`src/rtl/lemon_ifu.sv`:
```
// Lemon instruction fetch unit: one outstanding imem read, single-entry hold register for the decoder.
// Optional build macro IFU_MISALIGN_CHK_EN adds fetch_misalign and halts on misaligned redirect targets.
module lemon_ifu #(
    parameter logic [31:0] RESET_PC = 32'h8000_0000
) (
    input  logic        clk,
    input  logic        rst_n,
    output logic        imem_req_valid,
    input  logic        imem_req_ready,
    output logic [31:0] imem_req_addr,
    input  logic        imem_rsp_valid,
    input  logic [31:0] imem_rsp_data,
    output logic        inst_valid,
    input  logic        inst_ready,
    output logic [31:0] inst,
    output logic [31:0] inst_pc,
    input  logic        redirect_valid,
    input  logic [31:0] redirect_pc,
    input  logic        halt
`ifdef IFU_MISALIGN_CHK_EN
    ,
    output logic        fetch_misalign
`endif
);

    typedef enum logic [2:0] {
        IDLE,
        REQ,
        WAIT,
        HOLD,
        HALT
    } state_t;

    state_t      state;
    state_t      next_state;
    logic [31:0] pc;
    logic [31:0] pc_next;
    logic        capture;
`ifdef IFU_MISALIGN_CHK_EN
    logic        misalign_set;
`endif

    assign imem_req_valid = (state == REQ);
    assign imem_req_addr  = pc;
    assign inst_valid     = (state == HOLD);

    // Redirect and halt only matter on the cycle the decoder takes the held instruction.
    always_comb begin
        next_state = state;
        pc_next    = pc;
        capture    = 1'b0;
`ifdef IFU_MISALIGN_CHK_EN
        misalign_set = 1'b0;
`endif
        case (state)
            IDLE: next_state = REQ;
            REQ: begin
                if (imem_req_ready) begin
                    next_state = WAIT;
                end
            end
            WAIT: begin
                if (imem_rsp_valid) begin
                    capture    = 1'b1;
                    next_state = HOLD;
                end
            end
            HOLD: begin
                if (inst_ready) begin
                    if (halt) begin
                        next_state = HALT;
                    end else if (redirect_valid) begin
`ifdef IFU_MISALIGN_CHK_EN
                        if (redirect_pc[1:0] != 2'b00) begin
                            misalign_set = 1'b1;
                            next_state   = HALT;
                        end else begin
                            pc_next    = redirect_pc;
                            next_state = REQ;
                        end
`else
                        pc_next    = redirect_pc & 32'hFFFF_FFFC;
                        next_state = REQ;
`endif
                    end else begin
                        pc_next    = pc + 32'd4;
                        next_state = REQ;
                    end
                end
            end
            HALT: next_state = HALT;
            default: next_state = IDLE;
        endcase
    end

    always_ff @(posedge clk or negedge rst_n) begin
        if (!rst_n) begin
            state   <= IDLE;
            pc      <= RESET_PC;
            inst    <= 32'h0;
            inst_pc <= 32'h0;
        end else begin
            state <= next_state;
            pc    <= pc_next;
            if (capture) begin
                inst    <= imem_rsp_data;
                inst_pc <= pc;
            end
        end
    end

`ifdef IFU_MISALIGN_CHK_EN
    // Sticky until reset so software can see why fetch stopped.
    always_ff @(posedge clk or negedge rst_n) begin
        if (!rst_n) begin
            fetch_misalign <= 1'b0;
        end else if (misalign_set) begin
            fetch_misalign <= 1'b1;
        end
    end
`endif

endmodule

```
`config.mk`:
```
export PLATFORM = sky130hd
export DESIGN_NAME = lemon_ifu
export DESIGN_NICKNAME = d
export VERILOG_FILES = /design/src/rtl/lemon_ifu.sv
export SDC_FILE = /design/constraint.sdc
export NUM_CORES = 1
export LEC_CHECK = 0
export CAP_MARGIN = 20
export CORE_MARGIN = 2
export CORE_UTILIZATION = 40
export DETAILED_ROUTE_END_ITERATION = 6
export PLACE_DENSITY = 0.76
export SLEW_MARGIN = 10
export SYNTH_ARGS = -nofsm -noshare
export SYNTH_HDL_FRONTEND = slang
export SYNTH_SLANG_ARGS = --single-unit
```
`constraint.sdc`:
```
create_clock -name clk -period 1.7 [get_ports clk]
set_input_delay 0.34 -clock clk [delete_from_list [all_inputs] [get_ports clk]]
set_output_delay 0.34 -clock clk [all_outputs]
set_load 0.01 [all_outputs]
```
==> impl_metrics.tcl <==
set metrics [dict create \
    rr_worst_depth 7 \
    r2r_start "state[2]" \
    hold_buffers 0 \
    place_hpwl_um 9014 \
    report.final.slew_viol_count 0 \
    syn_area_per_cell_um2 11.23 \
    die_area_um2 12070 \
    regToRegSetupSlack_ns -0.16 \
    synth_seq_area_share_pct 53.07 \
    clockBufferDepth 2 \
    overflow 0 \
    yosysUniqueCellTypes 55 \
    root_buffer "clkbuf_8" \
    grt_pass1_vias 4142 \
    tightest_slew_ns 0.5427 \
    cp-start-kind "flop" \
    crit_required_ns 1.96 \
    p_leak_nw 3.132 \
    clk_pin_slew_ns 0.09 \
    port_buffers 162 \
    slew_headroom_pct 63.82 \
    p_per_area_nw_per_um2 1549 \
    cts_tree "built" \
    core.rowCount 38 \
    vias 4190 \
    final_nets 701 \
    clock_skew_ns 0.005583 \
    drt_iter0_markers 168 \
    htreeDepth 3 \
    die_w_um 109.9 \
    maxCapViolations 0 \
    fin_hold_ws_ns -0.03594 \
    grt_use_total_pct 21.62 \
    grt_pass1_wl_um 20200 \
    timing.rr.end "imem_req_addr[27]" \
    routedWlPerCell_um 17.37 \
    die_h_um 109.9 \
    via_per_inst 5.413 \
    syn_inst 399 \
    async_reset_ff_share_pct 100.0 \
    routed_wl_um 13440 \
    gp_congestion 0.8360 \
    drive_gt1_share_pct 33.44 \
    violations "negative hold slack, negative setup slack" \
    status "complete, but fails checks" \
    io_pins 169 \
    synth_area_um2 4482 \
    critPathMaxFanout 10 \
    ys_warn_count 0 \
    dp_cells 726 \
    synth_flop_cell "dfrtp_1" \
    min_period_ns 1.864 \
    hold_viol 15 \
    cp-end-kind "flop" \
    final_util_pct 67.79 \
    setup_ws_ns -0.1640 \
    areaGrowthSynthToFinish_pct 64.68 \
    start_util_pct 41.16 \
    grt_max_degree 96 \
    cp.arrival_ns 2.13 \
    cts_buffers 9 \
    synth-seq-cells 95 \
    core_um2 10890 \
    clock-sinks 95 \
    fin_setup_tns_ns -1.336 \
    fin_crit_sh_pct 109.6 \
    antenna_found_initial 0 \
    critPathKind "reg -> reg" \
    post-route-drc-count 0 \
    antenna_cells 0 \
    instances_no_fill 774 \
    ant_nets 0 \
    dr.pass1.iters 5 \
    clkLatencyLatePin_ns 0.38 \
    fmax_mhz 536.5 \
    rsz0062_at_grt "true" \
    max-vdd-ir-drop_uv 845.0 \
    setup_viol 17 \
    synth_edf_count 0 \
    holdCritPathClass "in -> async" \
    p_total_w 0.01143 \
]
-- how the worst max path moves through the flow --
stage,startpoint,to,slack (ns),cells after the start
floorplan,imem_req_addr[5],imem_req_addr[30],-0.13,5
global placement,imem_rsp_valid,inst[15],-0.31,4
detailed placement,imem_rsp_valid,inst[6],-0.36,4
CTS,imem_req_addr[7],imem_req_addr[30],-0.10,5
global route,state[2],imem_req_addr[26],-0.20,6
finish,state[2],imem_req_addr[27],-0.16,7
-- routing by layer --
layer  wire (um)  track usage [%]  vias to the layer above
li1            -                -                     1930
met1        5338            26.26                     2067
met2        6842            36.46                      158
met3         932            5.335                       35
met4         331            9.132                        0
met5           0                0                        -
-- state kept, by name, summed over array words and instances, names as in the netlist --
signal / flops
state: 3
imem_req_addr: 30
inst: 32
inst_pc: 30
-- where the power goes --
group	internal (W)	total [W]	switching, W
sequential	0.00328	0.00395	0.000663
clock	0.000876	0.00170	0.000828
combinational	0.00342	0.00578	0.00236
total	0.00758	0.0114	0.00386
-- layout make-up --
type / count / area (um2)
Fill cell: 860 / 3507
Multi-Input combinational cell: 273 / 2173
Clock buffer: 10 / 137.6
Clock inverter: 6 / 92.59
Sequential cell: 95 / 2394
Timing Repair Buffer: 246 / 2394
Inverter: 4 / 15.01
Tap cell: 140 / 175.2
-- synthesized netlist by cell type, types with 3 or more instances --
master	n	area [um2]
inv_1	4	15.01
buf_4	4	30.03
and3_1	6	37.54
nand3b_1	3	22.52
nand2_1	24	90.09
nand3_1	22	110.1
and4_1	3	26.28
a22oi_1	5	37.54
nand4_1	8	50.05
buf_2	4	20.02
nor4_1	4	25.02
o21ai_0	21	105.1
o22a_1	6	52.55
a21oi_1	24	120.1
buf_1	5	18.77
mux2_2	62	698.2
dfrtp_1	94	2352
nor2_1	22	82.58
o22ai_1	3	18.77
nor4_2	3	37.54
clkbuf_1	17	63.81
a31oi_1	3	18.77
nor3_1	10	50.05
-- metrics by stage --
step	instance area, um2	setup WS (ns)
final	7381	-0.1640
after global routing	7381	-0.2021
after CTS	7091	-0.1027
after detailed placement	6671	-0.3607
after global placement	6671	-0.3061
after floorplan	4531	-0.1295
-- cells by family after synthesis --
kind of cell	after synthesis	share of synthesized area (%)
AND/OR/NAND/NOR	122	15.44
flip-flops	95	53.07
AO/OA/AOI/OAI	82	11.81
multiplexers	64	16.02
buffers and inverters	34	3.294
adder cells (fa/ha/maj)	1	0.2791
other	1	0.08367
-- worst max-delay path, cell delays in order, from the launching register on --
cell       delay (ns)
dfrtp_2          0.46
and3b_2          0.29
nand3b_1         0.24
buf_4            0.24
clkbuf_16        0.17
nand2_2          0.05
nand2_1          0.04
a311o_1          0.27
-- placed cells by master (no fill, tap or decap), types with 8 or more instances in the layout --
cell type,n
clkdlybuf4s50_1,135
nor3_1,8
o21ai_1,8
nand3_1,21
nand2_1,22
a21oi_1,23
dfrtp_2,12
o21ai_0,10
dlygate4sd2_1,16
nor2_1,19
clkbuf_8,10
dfrtp_1,82
nand4_1,8
mux2_2,60
buf_4,66
buf_6,9
-- what timing repair did --
item | 4_1_cts | 5_1_grt
gates cloned | 0 | 2
pin swaps | 8 | 20
resized for setup | 41 | 51
setup buffers | 21 | 9
endpoints found under the setup margin | 43 | 54
(Power assumes the default switching activity.)
